$ cat src/rtl/spi_feeder_pkg.sv
// Shared types and constants for the SPI sample feeder.
// SPI_FEEDER_EMPTY_MARK_EN selects the word sent on an underrun:
// 16'hFFFF when defined (an obvious marker for the Pi), 16'h0000 otherwise.
package spi_feeder_pkg;

  localparam int DATA_W = 16;

  typedef enum logic [1:0] {
    IDLE,
    LOADED,
    BUSY,
    DRAIN
  } feeder_state_e;

`ifdef SPI_FEEDER_EMPTY_MARK_EN
  localparam logic [DATA_W-1:0] EMPTY_WORD = 16'hFFFF;
`else
  localparam logic [DATA_W-1:0] EMPTY_WORD = 16'h0000;
`endif

endpackage

$ cat src/rtl/sample_fifo.sv
// Sample FIFO: DEPTH words of DATA_W bits, first-word-fall-through read port.
// Push and pop in the same cycle both take effect; the caller gates push with
// full and pop with empty.
module sample_fifo
  import spi_feeder_pkg::*;
#(
  parameter int DEPTH = 16
) (
  input  logic                    clk,
  input  logic                    rst,
  input  logic                    push,
  input  logic                    pop,
  input  logic [DATA_W-1:0]       wdata,
  output logic [DATA_W-1:0]       rdata,
  output logic [$clog2(DEPTH):0]  count,
  output logic                    full,
  output logic                    empty
);

  localparam int PTR_W = $clog2(DEPTH);
  localparam int CNT_W = PTR_W + 1;

  logic [DATA_W-1:0] mem [DEPTH];
  logic [PTR_W-1:0]  wr_ptr;
  logic [PTR_W-1:0]  rd_ptr;

  assign rdata = mem[rd_ptr];
  assign full  = (count == CNT_W'(DEPTH));
  assign empty = (count == '0);

  // Storage write; contents need no reset because count guards every read.
  always_ff @(posedge clk) begin
    if (push) begin
      mem[wr_ptr] <= wdata;
    end
  end

  // Pointers wrap naturally since DEPTH is a power of two; count tracks occupancy.
  always_ff @(posedge clk or posedge rst) begin
    if (rst) begin
      wr_ptr <= '0;
      rd_ptr <= '0;
      count  <= '0;
    end else begin
      if (push) begin
        wr_ptr <= wr_ptr + 1'b1;
      end
      if (pop) begin
        rd_ptr <= rd_ptr + 1'b1;
      end
      case ({push, pop})
        2'b10:   count <= count + 1'b1;
        2'b01:   count <= count - 1'b1;
        default: count <= count;
      endcase
    end
  end

endmodule

$ cat src/rtl/spi_sample_feeder.sv
// SPI sample feeder: buffers ADC samples and hands them one per frame to an
// SPI slave clocked by the Pi. cs and ready_for_data are synchronized into clk.
// SPI_FEEDER_EMPTY_MARK_EN chooses the underrun word (see spi_feeder_pkg).
module spi_sample_feeder
  import spi_feeder_pkg::*;
#(
  parameter int DEPTH       = 16,
  parameter int SYNC_STAGES = 2
) (
  input  logic                    clk,
  input  logic                    rst,
  input  logic                    sample_valid,
  input  logic [DATA_W-1:0]       sample_data,
  output logic                    sample_ready,
  input  logic                    cs,
  input  logic                    ready_for_data,
  output logic [DATA_W-1:0]       unprocessed_MISO,
  output logic                    data_avail,
  output logic [$clog2(DEPTH):0]  fifo_count,
  output logic                    overflow
);

  logic [SYNC_STAGES-1:0] cs_sync;
  logic [SYNC_STAGES-1:0] rfd_sync;
  logic                   cs_d;
  logic                   rfd_d;
  logic                   cs_s;
  logic                   rfd_s;
  logic                   cs_rise;
  logic                   cs_fall;
  logic                   rfd_rise;

  logic                   fifo_push;
  logic                   fifo_pop;
  logic [DATA_W-1:0]      fifo_head;
  logic                   fifo_full;
  logic                   fifo_empty;

  feeder_state_e          state;

  assign cs_s     = cs_sync[SYNC_STAGES-1];
  assign rfd_s    = rfd_sync[SYNC_STAGES-1];
  assign cs_rise  = cs_s & ~cs_d;
  assign cs_fall  = ~cs_s & cs_d;
  assign rfd_rise = rfd_s & ~rfd_d;

  assign sample_ready = ~fifo_full;
  assign fifo_push    = sample_valid & ~fifo_full;
  assign fifo_pop     = (state == IDLE) & cs_s & ~fifo_empty;

  // Synchronizers and edge-detect flops; cs resets high so release never looks like a frame start.
  always_ff @(posedge clk or posedge rst) begin
    if (rst) begin
      cs_sync  <= '1;
      rfd_sync <= '0;
      cs_d     <= 1'b1;
      rfd_d    <= 1'b0;
    end else begin
      cs_sync  <= {cs_sync[SYNC_STAGES-2:0], cs};
      rfd_sync <= {rfd_sync[SYNC_STAGES-2:0], ready_for_data};
      cs_d     <= cs_s;
      rfd_d    <= rfd_s;
    end
  end

  sample_fifo #(
    .DEPTH (DEPTH)
  ) u_fifo (
    .clk   (clk),
    .rst   (rst),
    .push  (fifo_push),
    .pop   (fifo_pop),
    .wdata (sample_data),
    .rdata (fifo_head),
    .count (fifo_count),
    .full  (fifo_full),
    .empty (fifo_empty)
  );

  // Sticky drop flag: any sample offered while the FIFO is full is lost.
  always_ff @(posedge clk or posedge rst) begin
    if (rst) begin
      overflow <= 1'b0;
    end else if (sample_valid && fifo_full) begin
      overflow <= 1'b1;
    end
  end

  // Frame FSM: loads the output word only in IDLE, keeps it through aborted frames.
  always_ff @(posedge clk or posedge rst) begin
    if (rst) begin
      state            <= IDLE;
      unprocessed_MISO <= '0;
      data_avail       <= 1'b0;
    end else begin
      data_avail <= (fifo_count != '0) || (state == LOADED);
      case (state)
        IDLE: begin
          if (cs_fall) begin
            unprocessed_MISO <= EMPTY_WORD;
            state            <= BUSY;
          end else if (fifo_pop) begin
            unprocessed_MISO <= fifo_head;
            state            <= LOADED;
          end
        end
        LOADED: begin
          if (cs_fall) begin
            state <= BUSY;
          end
        end
        BUSY: begin
          if (rfd_rise) begin
            state <= DRAIN;
          end else if (cs_rise) begin
            state <= LOADED;
          end
        end
        DRAIN: begin
          if (cs_rise) begin
            state <= IDLE;
          end
        end
        default: state <= IDLE;
      endcase
    end
  end

endmodule

$ cat config.mk
export PLATFORM = sky130hd
export DESIGN_NAME = spi_sample_feeder
export DESIGN_NICKNAME = d
export VERILOG_FILES = /design/src/rtl/spi_feeder_pkg.sv /design/src/rtl/sample_fifo.sv /design/src/rtl/spi_sample_feeder.sv
export SDC_FILE = /design/constraint.sdc
export NUM_CORES = 1
export LEC_CHECK = 0
export BUFFER_PORTS_ARGS = -buffer_cell sky130_fd_sc_hd__buf_2
export CELL_PAD_IN_SITES_DETAIL_PLACEMENT = 1
export CELL_PAD_IN_SITES_GLOBAL_PLACEMENT = 1
export CORE_ASPECT_RATIO = 1.25
export CORE_UTILIZATION = 40
export CTS_BUF_LIST = sky130_fd_sc_hd__clkbuf_16
export DETAILED_ROUTE_END_ITERATION = 16
export PLACE_DENSITY_LB_ADDON = 0.15
export SKIP_CTS_REPAIR_TIMING = 1
export SLEW_MARGIN = 20
export SYNTH_ARGS = -nofsm -noshare
export SYNTH_HDL_FRONTEND = slang
export SYNTH_SLANG_ARGS = --single-unit
$ cat constraint.sdc
create_clock -name clk -period 5.45 [get_ports clk]
set_input_delay 0.545 -clock clk [delete_from_list [all_inputs] [get_ports clk]]
set_output_delay 0.545 -clock clk [all_outputs]
set_load 0.03 [all_outputs]
==> key figures <==
Timing
  • Final period util: 57.44%
  • RSZ-0062 raised after global routing: false
  • Worst setup margin: 2320 ps
  • Final min period: 3130 ps
  • Final setup violation count: 0
  • Fmax achieved: 319.5 MHz
  • Hold Vio Cnt, Final: 0
  • Final setup skew: 13.98 ps
  • Max-slew violations: 0
  • Worst slew pin tran: 1078 ps
  • Slew margin rel.: 28.04%
  • Setup TNS: 0 ps

Floorplanning
  • Core footprint: 0.02840 mm2
  • Row cnt: 69
  • Die width: 153.8 um
  • Initial core utilization: 40.54%
  • Die height: 191.7 um
  • Die footprint: 0.02947 mm2
  • I/O Pins: 45

Setup path
  • Kind of end point of the critical path: flop
  • CP Class: flop to flop
  • Flop2flop setup slack: 2320 ps
  • FF-to-FF End: u_fifo.count[4]
  • Setup crit start: u_fifo.count[1]
  • Worst-path fanout max: 9
  • Crit start category: flop
  • Critical Path RT: 5860 ps
  • Reg-to-reg startpoint: u_fifo.count[1]
  • Worst Reg-to-Reg Cells: 10
  • Critical Path AT: 3540 ps

Layout
  • Share of cells above drive strength 1: 31.69%
  • Post-layout instance area: 0.01307 mm2
  • Fin util: 46.00%
  • Area grow syn2layout: 13.47%
  • Commonest non-fill, non-tap cell in the layout: edfxtp_1
  • Post-Layout Cell Count: 983
  • Fill cells: 2599
  • Most frequent cells in the layout: edfxtp_1, mux4_2, buf_2
  • Final #Nets: 638
  • ANT cells: 0

Route
  • # DRC: 0
  • Drt initial violations: 328
  • Vias: 5368
  • Routed wire per std cell: 24.75 um
  • DR vias/cell: 5.461
  • DR pass1 iterations: 4
  • DRT Wirelength: 24330 um
  • Antenna-violating nets left: 0

Place
  • DP Area: 0.01217 mm2
  • Port buffer count: 44
  • Final Wtd Congestion: 0.7142
  • Placed cell count: 931
  • Post-Place Worst Slack: 2358 ps
  • DP Wirelength: 14400 um

Logic synthesis
  • Post-synth EDFFs: 256
  • Synth area leaders: edfxtp_1, mux4_2, dfrtp_1
  • Mapped Nets: 582
  • Synth async-reset ratio: 13.22%
  • Synth Area per Inst: 20.86 um2
  • Yosys top cell area share: 66.76%
  • Synth Flop Type: edfxtp_1
  • Distinct cells, synth: 42
  • Syn Std Cell Area: 0.01151 mm2
  • Seq/Total Area, Yosys: 75.27%
  • Synthesized flop and latch total: 295
  • Synth area leader: edfxtp_1
  • Post-Synthesis Cells: 552
  • YS warnings: 0

Hold path
  • Worst Hold Launch: ready_for_data
  • Hold Crit Class: input pin to flop
  • Hold path endpoint: rfd_sync[0]
  • WHS Path Cells: 1

Clocking
  • Clock transition at the registers of the reported paths: 60 ps
  • Clk buf depth: 3
  • Worst skew pair latency: 540 ps
  • CTS buffer count: 29
  • CTS tree: yes
  • H-tree depth: 1
  • Sink Count: 295
  • Clock Root Buffer: clkbuf_16

Global route
  • Congestion Overflow GR: 0
  • Vias in the first global route: 5723
  • Initial antenna violation count: 0
  • All-layer global routing usage: 17.00%
  • Global-route wire length before repair: 36760 um
  • Largest net degree at the start of global routing: 38

Pwr
  • VDD IR max: 0.0002293 V
  • PD cells: 510.0 mW/mm2
  • P_leak: 4.404 nW

Flow run
  • Max-cap viol count: 0

Run status
  • Status: finished, final reports clean
critical path, cell delays in order, from the launching register on:
cell and delay [ps]:
dfrtp_1 490, nor4_4 570, a21boi_1 400, inv_1 170
ha_1 360, xor2_1 130, ha_1 240, o211a_1 210
o31ai_1 200, a31oi_1 90, xnor2_1 150
metrics by stage:
| stage | hold WS, ps | power (mW) |
|---|---|---|
| 2_1_floorplan | 331.2 | 4.361 |
| 3_3_place_gp | 342.1 | 4.881 |
| 3_5_place_dp | 347.0 | 4.930 |
| 4_1_cts | -93.90 | 6.749 |
| 5_1_grt | 85.24 | 6.973 |
| 6_report | 103.7 | 6.664 |
metal layers:
metal	part of all wire, %	vias to the layer above	global-route usage (%)
met1	43	2858	22.39
met5	0	-	0
met4	1.5	0	3.615
met2	51	125	29.55
li1	-	2356	-
met3	4.9	29	3.023
worst max path at each step:
stage	endpoint	slack, ps	depth (start not counted)
final	u_fifo.count[4]	2320	10
after global routing	u_fifo.count[4]	2050	10
after CTS	u_fifo.mem[6][13]	2320	4
after detailed placement	u_fifo.count[4]	2360	10
after global placement	u_fifo.count[4]	2490	10
after floorplan	u_fifo.mem[3][0]	2310	5
Yosys cell counts, types with 2 or more instances:
library cell	instances
mux4_2	64
dfstp_2	3
a221o_1	16
buf_1	2
o31ai_1	2
edfxtp_1	256
xnor2_1	7
nor2_1	16
nor2b_1	18
xor2_1	4
buf_6	3
a21oi_1	6
inv_1	9
clkbuf_1	14
nand4_1	3
nand2_1	10
o21ai_0	5
mux2_2	18
ha_1	9
nor3_1	4
nand2b_1	4
buf_2	9
dfrtp_1	36
mux2i_1	16
where the power goes:
| part | internal [mW] | switching, mW |
|---|---|---|
| sequential | 2.77 | 0.305 |
| combinational | 0.840 | 0.938 |
| clock | 1.00 | 0.808 |
cells by family after synthesis:
family	count (synthesis)	share of synthesized area (%)
flip-flops	295	75.27
multiplexers	98	15.67
AND/OR/NAND/NOR	61	2.880
AO/OA/AOI/OAI	40	2.804
buffers and inverters	38	1.565
XOR/XNOR	11	0.8367
adder cells (fa/ha/maj)	9	0.9780
final cells by class:
type	count	area, um2	area share [%]
inverter	9	33.78	0.2585
tap	355	444.2	3.399
multi-input combinational	219	2765	21.16
sequential	295	8671	66.36
timing repair buffer	54	310.3	2.375
clock inverter	22	116.4	0.8906
clock buffer	29	725.7	5.554
state kept, by name (all words and copies together) (netlist names):
name,flops
state,2
cs_sync,2
u_fifo.wr_ptr,4
u_fifo.mem,256
rfd_d,1
u_fifo.count,5
data_avail,1
cs_d,1
rfd_sync,2
unprocessed_MISO,16
u_fifo.rd_ptr,4
overflow,1
No activity file was read; power rests on OpenSTA's default activity.
